--- config.mk ---
export PLATFORM = sky130hd
export DESIGN_NAME = addsub_arbiter
export DESIGN_NICKNAME = d
export VERILOG_FILES = /design/src/rtl/addsub_arbiter.sv
export SDC_FILE = /design/constraint.sdc
export NUM_CORES = 1
export LEC_CHECK = 0
export CORE_UTILIZATION = 39
export DETAILED_ROUTE_END_ITERATION = 10
export MAX_ROUTING_LAYER = met4
export PLACE_DENSITY = 0.95
export REMOVE_ABC_BUFFERS = 1
export SLEW_MARGIN = 20
export SYNTH_ARGS = -nofsm -noshare
export SYNTH_HDL_FRONTEND = slang
export SYNTH_SLANG_ARGS = --single-unit
--- constraint.sdc ---
create_clock -name clk -period 5.1 [get_ports clk]
set_input_delay 1.02 -clock clk [delete_from_list [all_inputs] [get_ports clk]]
set_output_delay 1.02 -clock clk [all_outputs]
set_load 0.01 [all_outputs]
--- src/rtl/addsub_arbiter.sv ---
// Round-robin controller sharing one external adder-subtractor among four requesters.
// Each transaction is IDLE -> EXEC -> RESP, with operands latched at grant time.
module addsub_arbiter #(
    parameter int WIDTH = 8
) (
    input  logic               clk,
    input  logic               rst,
    input  logic [3:0]         req,
    input  logic [3:0]         sub_in,
    input  logic [4*WIDTH-1:0] a_in,
    input  logic [4*WIDTH-1:0] b_in,
    output logic [3:0]         grant,
    output logic [WIDTH-1:0]   as_a,
    output logic [WIDTH-1:0]   as_b,
    output logic               as_sub,
    input  logic [WIDTH-1:0]   as_sum,
    input  logic               as_cout,
    input  logic               as_ovf,
    output logic [WIDTH-1:0]   result,
    output logic               cout,
    output logic               ovf,
    output logic               done,
    output logic [1:0]         done_id,
    output logic               busy
);

    typedef enum logic [1:0] {
        IDLE = 2'd0,
        EXEC = 2'd1,
        RESP = 2'd2
    } state_t;

    state_t           state_q, state_d;
    logic [1:0]       ptr_q, ptr_d;
    logic [1:0]       win_q, win_d;
    logic [WIDTH-1:0] as_a_q, as_a_d;
    logic [WIDTH-1:0] as_b_q, as_b_d;
    logic             as_sub_q, as_sub_d;
    logic [WIDTH-1:0] result_q, result_d;
    logic             cout_q, cout_d;
    logic             ovf_q, ovf_d;
    logic [1:0]       done_id_q, done_id_d;

    logic [WIDTH-1:0] a_slot [4];
    logic [WIDTH-1:0] b_slot [4];
    logic             pick_found;
    logic [1:0]       pick_idx;

    always_comb begin
        for (int i = 0; i < 4; i++) begin
            a_slot[i] = a_in[i*WIDTH +: WIDTH];
            b_slot[i] = b_in[i*WIDTH +: WIDTH];
        end
    end

    // Scan from ptr upward (mod 4); the first pending request wins.
    always_comb begin
        pick_found = 1'b0;
        pick_idx   = ptr_q;
        for (int i = 0; i < 4; i++) begin
            if (!pick_found && req[ptr_q + 2'(i)]) begin
                pick_found = 1'b1;
                pick_idx   = ptr_q + 2'(i);
            end
        end
    end

    // NOTE: sequential state uses non-blocking assignments only; reset is synchronous.
    always_ff @(posedge clk) begin
        if (rst) begin
            state_q   <= IDLE;
            ptr_q     <= 2'd0;
            win_q     <= 2'd0;
            as_a_q    <= '0;
            as_b_q    <= '0;
            as_sub_q  <= 1'b0;
            result_q  <= '0;
            cout_q    <= 1'b0;
            ovf_q     <= 1'b0;
            done_id_q <= 2'd0;
        end else begin
            state_q   <= state_d;
            ptr_q     <= ptr_d;
            win_q     <= win_d;
            as_a_q    <= as_a_d;
            as_b_q    <= as_b_d;
            as_sub_q  <= as_sub_d;
            result_q  <= result_d;
            cout_q    <= cout_d;
            ovf_q     <= ovf_d;
            done_id_q <= done_id_d;
        end
    end

    always_comb begin
        state_d = state_q;
        unique case (state_q)
            IDLE:    if (pick_found) state_d = EXEC;
            EXEC:    state_d = RESP;
            RESP:    state_d = IDLE;
            default: state_d = IDLE;
        endcase
    end

    // NOTE: every comb output gets a hold default first so no latch is inferred.
    always_comb begin
        ptr_d     = ptr_q;
        win_d     = win_q;
        as_a_d    = as_a_q;
        as_b_d    = as_b_q;
        as_sub_d  = as_sub_q;
        result_d  = result_q;
        cout_d    = cout_q;
        ovf_d     = ovf_q;
        done_id_d = done_id_q;
        unique case (state_q)
            IDLE: begin
                if (pick_found) begin
                    win_d    = pick_idx;
                    as_a_d   = a_slot[pick_idx];
                    as_b_d   = b_slot[pick_idx];
                    as_sub_d = sub_in[pick_idx];
                end
            end
            EXEC: begin
                result_d  = as_sum;
                cout_d    = as_cout;
                ovf_d     = as_ovf;
                done_id_d = win_q;
            end
            RESP: begin
                // The winner drops to lowest priority for the next scan.
                ptr_d = win_q + 2'd1;
            end
            default: ;
        endcase
    end

    always_comb begin
        grant = (state_q != IDLE) ? (4'b0001 << win_q) : 4'b0000;
        busy  = (state_q != IDLE);
        done  = (state_q == RESP);
    end

    assign as_a    = as_a_q;
    assign as_b    = as_b_q;
    assign as_sub  = as_sub_q;
    assign result  = result_q;
    assign cout    = cout_q;
    assign ovf     = ovf_q;
    assign done_id = done_id_q;

endmodule

==> results of run 1 <==
==> area by class of cell <==
| class | count | area [µm²] | area share [%] |
|---|---|---|---|
| Timing Repair Buffer | 119 | 1189 | 38.37 |
| Tap cell | 52 | 65.06 | 2.100 |
| Clock inverter | 3 | 43.79 | 1.414 |
| Clock buffer | 5 | 68.82 | 2.221 |
| Multi-Input combinational cell | 146 | 1016 | 32.79 |
| Inverter | 4 | 15.01 | 0.4847 |
| Sequential cell | 35 | 700.7 | 22.62 |
==> sequential cells by signal, summed over array words and instances, names as in the netlist <==
| register | count |
|---|---|
| ovf | 1 |
| as_sub | 1 |
| as_b | 8 |
| done_id | 2 |
| as_a | 8 |
| ptr_q | 2 |
| result | 8 |
| state_q | 2 |
| win_q | 2 |
| cout | 1 |
==> worst paths after layout <==
check                           startpoint    endpoint  slack [ns]  cells after the start
worst max-delay path                req[3]     as_b[7]        1.97                      6
worst min-delay path            done_id[1]  done_id[1]        0.46                      2
worst max register to register    ptr_q[1]     as_b[7]        2.98                      5
worst min register to register  done_id[1]  done_id[1]        0.46                      2
==> placed cells by master, fill, tap and decap left out, drive strengths merged <==
| master | netlist | routed |
|---|---|---|
| inv | 4 | 4 |
| nand2 | 44 | 44 |
| ha | 4 | 4 |
| o221a | 1 | 1 |
| dfxtp | 35 | 35 |
| clkbuf | 4 | 5 |
| clkinv | 0 | 2 |
| nor3 | 1 | 1 |
| nor2 | 9 | 9 |
| and2b | 1 | 1 |
| buf | 8 | 1 |
| nand2b | 2 | 2 |
| or4 | 1 | 1 |
| clkdlybuf4s50 | 0 | 118 |
| a21oi | 17 | 17 |
| and3b | 1 | 1 |
| o221ai | 17 | 17 |
| bufinv | 0 | 1 |
| nor2b | 9 | 9 |
| mux2i | 36 | 36 |
| o21ai | 2 | 2 |
| o41ai | 1 | 1 |
==> cells by family (layout without fill, tap and decap cells) <==
| logic type | count (synthesis) | after routing |
|---|---|---|
| simple gates | 68 | 68 |
| compound gates | 38 | 38 |
| mux | 36 | 36 |
| flops | 35 | 35 |
| buf+inv | 16 | 131 |
| fa+ha+maj | 4 | 4 |
==> power breakdown <==
group	total [mW]	internal, mW	switching, mW
combinational	0.238	0.143	0.0951
sequential	0.317	0.301	0.0157
clock	0.244	0.145	0.0985
total	0.799	0.590	0.209
==> worst register-to-register path: stages, from the launching register on <==
cell      delay [ns]
dfxtp_1         0.35
and3b_1         0.19
or4_4           0.50
nand2_4         0.45
mux2i_1         0.34
o221ai_1        0.14
==> metal layers <==
metal / part of all wire (%) / wire length (µm) / vias to the layer above / global-route usage [%]
li1: - / - / 926 / -
met1: 41 / 2134 / 876 / 24.22
met2: 50 / 2654 / 86 / 40.99
met3: 9.1 / 481 / 0 / 6.926
met4: 0 / 0 / 0 / 3.401
met5: 0 / 0 / - / -
==> per-stage QoR <==
step,setup slack [ns],area (µm²),cells,total power [mW],util (%)
after floorplan,2.534,1732,185,0.4181,-
after global placement,1.760,2985,356,0.5558,67.17
after detailed placement,1.686,2985,356,0.5627,67.17
after CTS,1.985,3098,364,0.8090,69.71
after global routing,1.858,3098,364,0.8447,69.71
final,1.974,3098,364,0.7993,69.71
==> run_results.csv, run 1 <==
group,metric,value,unit
run_status,status,"complete, but fails checks",
run_status,violations,"design-rule violations",
yosys,synth_top_family_by_area,"multiplexers",
route,drt_iter0_drc,100,
yosys,synth_area_leaders,"dfxtp_1 38%, mux2i_1 20%, nand2_1 8.8%",
placed_design,detailedPlacementHpwl,3966,µm
route,drc,24,
cts,clk_latency,0.28,ns
cts,holdBufCountCts,0,
flow_run,cap_viol_max_count,0,
sta,clock_skew,0.009861,ns
sta,maxSlewHeadroom,46.13,%
die,die_x,70.51,µm
sta,min_period,3.126,ns
global_route,grt_pass1_vias,1989,
sta,finalMaxSlewViolations,0,
yosys,synth_edf_count,0,
die,pin_count,119,
final_layout,fin_nets,399,
final_layout,antenna_cells,0,
worst_hold_path,holdCritPathClass,"flop to flop",
critical_path,slowest_delay,0.58,ns
global_route,track_usage,22.46,%
yosys,synth_fa_ha_area_share,2.734,%
critical_path,cp-end-kind,"flop",
yosys,synth.distinct_cells,23,
pwr,pwr_density_cell,258.0,mW/mm²
route,vias_per_cell,5.187,
critical_path,cp_slowest_cell,"clkdlybuf4s50_1",
critical_path,crit_type,"input pin to flop",
placed_design,routabilityCongestion,0.7864,
yosys,ys_seq_area_share,38.28,%
global_route,antenna_found_initial,0,
yosys,synthSimpleGateAreaFrac,16.88,%
yosys,synth_xor_area_share,0,%
route,postRouteAntennaNets,0,
sta,setup_viol,0,
yosys,synthMuxAreaShare,19.69,%
yosys,synth_cells,197,
yosys,yosys.area.top_type,"dfxtp_1",
sta,hold_viol,0,
sta,fmax,0.3199,GHz
cts,post_cts_buffers,0,
route,drt-total-wl,5269,µm
sta,grt_setup_unrepaired,"false",
yosys,syn-cell-area,0.001831,mm²
yosys,ys_ff_latch,35,
cts,cts_resized,0,
die,chipHeight,70.51,µm
critical_path,critPathTopFamily,"simple AND/OR/NAND/NOR gates",
global_route,grt_max_degree,35,
die,initial_utilization,41.19,%
yosys,synth_flop_cell,"dfxtp_1",
global_route,gr-total-overflow,0,
route,routedWlPerCell,14.48,µm
placed_design,io_buffers,118,
yosys,synth.most_common_cell,"nand2_1",
cts,clock_path_buffers,2,
route,num_vias,1888,
yosys,synthArstFlopShare,0,%
critical_path,cp_max_fo,34,
critical_path,worstPathCellList,"clkdlybuf4s50_1, and3b_1, or4_4, nand2_4, mux2i_1, o221ai_1",
global_route,grt_pass1_wl,8700,µm
pwr,p_leak,1.143,nW
cts,cts_tree,"built",
critical_path,startpoint_type,"input pin",
yosys,synth_compound_area_share,16.20,%
yosys,ys.warnings.count,0,
critical_path,cp.arrival,3.25,ns
critical_path,crit_buf_inv,1,
sta,finalSetupTns,0,ns
final_layout,nFillCells,350,
cts,numCtsBuffers,5,
cts,clk_pin_slew,0.08,ns
cts,numClockSinks,35,
die,core-area,0.004444,mm²
cts,htree_levels,2,
yosys,synth_top_cell_area_share,38.28,%
die,dieArea,0.004972,mm²
final_layout,drive_gt1_share,5.769,%
pwr,irDropWorstVdd,0.0001905,V
sta,fin_crit_sh,61.29,%
die,core.rowCount,24,
yosys,syn_avg_cell_area,9.292,µm²
sta,whs,0.4553,ns
cts,root_buffer,"clkbuf_8",
sta,tightest_slew,0.8080,ns
final_layout,syn_to_final_growth,69.24,%
yosys,synth_common_cells,"43 x nand2_1, 36 x mux2i_1, 35 x dfxtp_1, 17 x a21oi_1, 13 x o221ai_1",
critical_path,worst_ep_required_time,5.22,ns
route,dr.pass1.iters,7,
Power figures use the tool's default switching activity.
==> run 2: changes to the inputs <==
Settings changed: CORE_UTILIZATION 39 to 36, PLACE_DENSITY 0.95 to 0.91.
Clock period 5.1 ns to 2.9 ns, I/O delays scaled along.
==> run 2 against run 1 <==
Compared with the run above:
- the run now ends clean
- total power rose by 79%
- largest cell class unchanged
- non-clock buffer count rose by 6
- final area rose by 2.9%
- critical path type unchanged
- clock power rose by 80%
- wire length rose by 4.9%
==> run_results.csv, run 2 (same netlist as run 1, synthesis figures left out) <==
group,metric,value,unit
cts,clock_path_buffers,2,
die,pin_count,119,
placed_design,detailedPlacementHpwl,4285,µm
cts,post_cts_buffers,0,
sta,hold_viol,0,
die,initial_utilization,38.00,%
critical_path,worst_ep_required_time,3.05,ns
sta,whs,0.4582,ns
cts,clk_latency,0.28,ns
critical_path,reg2reg_depth,6,
die,chipHeight,73.31,µm
critical_path,startpoint_type,"input pin",
global_route,grt_pass1_vias,1939,
critical_path,cp-end-kind,"flop",
flow_run,cap_viol_max_count,0,
die,dieArea,0.005374,mm²
final_layout,antenna_cells,0,
die,core-area,0.004817,mm²
sta,setup_viol,0,
global_route,grt_pass1_wl,8480,µm
critical_path,cp-endpoint,"as_a[2]",
global_route,antenna_found_initial,0,
die,core.rowCount,25,
sta,finalMaxSlewViolations,0,
route,drc,0,
sta,fin_crit_sh,78.91,%
critical_path,r2r_slack,1.05,ns
route,postRouteAntennaNets,0,
cts,cts_resized,0,
cts,clk_pin_slew,0.08,ns
final_layout,drive_gt1_share,7.547,%
global_route,gr-total-overflow,0,
cts,cts_tree,"built",
route,drt_iter0_drc,51,
pwr,irDropWorstVdd,0.0002637,V
sta,min_period,2.288,ns
final_layout,final_cell_mix,"118 x clkdlybuf4s50_1, 43 x nand2_1, 36 x mux2i_1",
sta,finalSetupTns,0,ns
route,routedWlPerCell,14.36,µm
cts,numClockSinks,35,
route,dr.pass1.iters,4,
worst_hold_path,holdCritPathClass,"flop to flop",
final_layout,final_common_cell,"clkdlybuf4s50_1",
sta,fmax,0.4370,GHz
sta,clock_skew,0.009572,ns
cts,holdBufCountCts,0,
placed_design,routabilityCongestion,0.7356,
critical_path,crit_path_start,"req[0]",
route,drt-total-wl,5529,µm
critical_path,crit_type,"input pin to flop",
pwr,pwr_density_cell,448.8,mW/mm²
critical_path,r2r_start,"ptr_q[1]",
final_layout,fin_nets,405,
pwr,p_leak,1.179,nW
critical_path,cp_max_fo,15,
run_status,status,"completed",
sta,grt_setup_unrepaired,"false",
global_route,grt_max_degree,18,
critical_path,cp.arrival,2.44,ns
die,die_x,73.31,µm
route,num_vias,1882,
cts,root_buffer,"clkbuf_8",
cts,htree_levels,2,
route,vias_per_cell,4.888,
worst_hold_path,min_path_cells,2,
critical_path,r2r-end,"as_a[2]",
global_route,track_usage,21.32,%
sta,tightest_slew,0.8564,ns
sta,maxSlewHeadroom,42.79,%
final_layout,syn_to_final_growth,74.09,%
cts,numCtsBuffers,5,
placed_design,io_buffers,118,
==> run 2: how the worst min path moves through the flow <==
stage / startpoint / end / slack (ns)
after CTS: cout / cout / 0.46
after global routing: result[7] / result[7] / 0.49
after detailed placement: cout / cout / 0.45
final: cout / cout / 0.46
after global placement: result[0] / result[0] / 0.44
after floorplan: win_q[1] / done_id[1] / 0.47
==> run 2: routing by layer <==
metal	vias to the layer above	GRT usage (%)	part of all wire (%)
li1	937	-	-
met1	858	21.11	39
met2	81	39.92	50
met3	6	7.270	10
met4	0	5.128	0.76
met5	-	-	0
==> run 2: critical path, stage by stage <==
cell	delay [ns]
clkdlybuf4s50_1	0.47
nor2b_1	0.16
or4_4	0.53
nand2_4	0.16
buf_12	0.18
mux2i_1	0.22
o221ai_1	0.13
==> run 2: final cells by class <==
| type | instances | area (µm²) |
|---|---|---|
| clock buffers | 5 | 68.82 |
| clock inverters | 3 | 43.79 |
| fillers | 425 | 1630 |
| inverters | 4 | 15.01 |
| multi-input cells | 146 | 1016 |
| flip-flops and latches | 35 | 700.7 |
| well taps | 67 | 83.83 |
| repair buffers | 125 | 1259 |
==> run 2: report_power, final <==
group | internal (mW) | switching, mW
logic | 0.264 | 0.170
clock network | 0.256 | 0.182
registers | 0.530 | 0.0286
total | 1.05 | 0.380
==> run 2: stage by stage <==
stage	utilization, %	cell area [µm²]	instances	setup WS, ns	power (mW)
2_1_floorplan	-	1732	185	0.7740	0.7352
3_3_place_gp	63.82	3074	377	0.3524	0.9927
3_5_place_dp	63.82	3074	377	0.2928	1.005
4_1_cts	66.16	3187	385	0.6060	1.451
5_1_grt	66.16	3187	385	0.5067	1.505
6_report	66.16	3187	385	0.6117	1.430
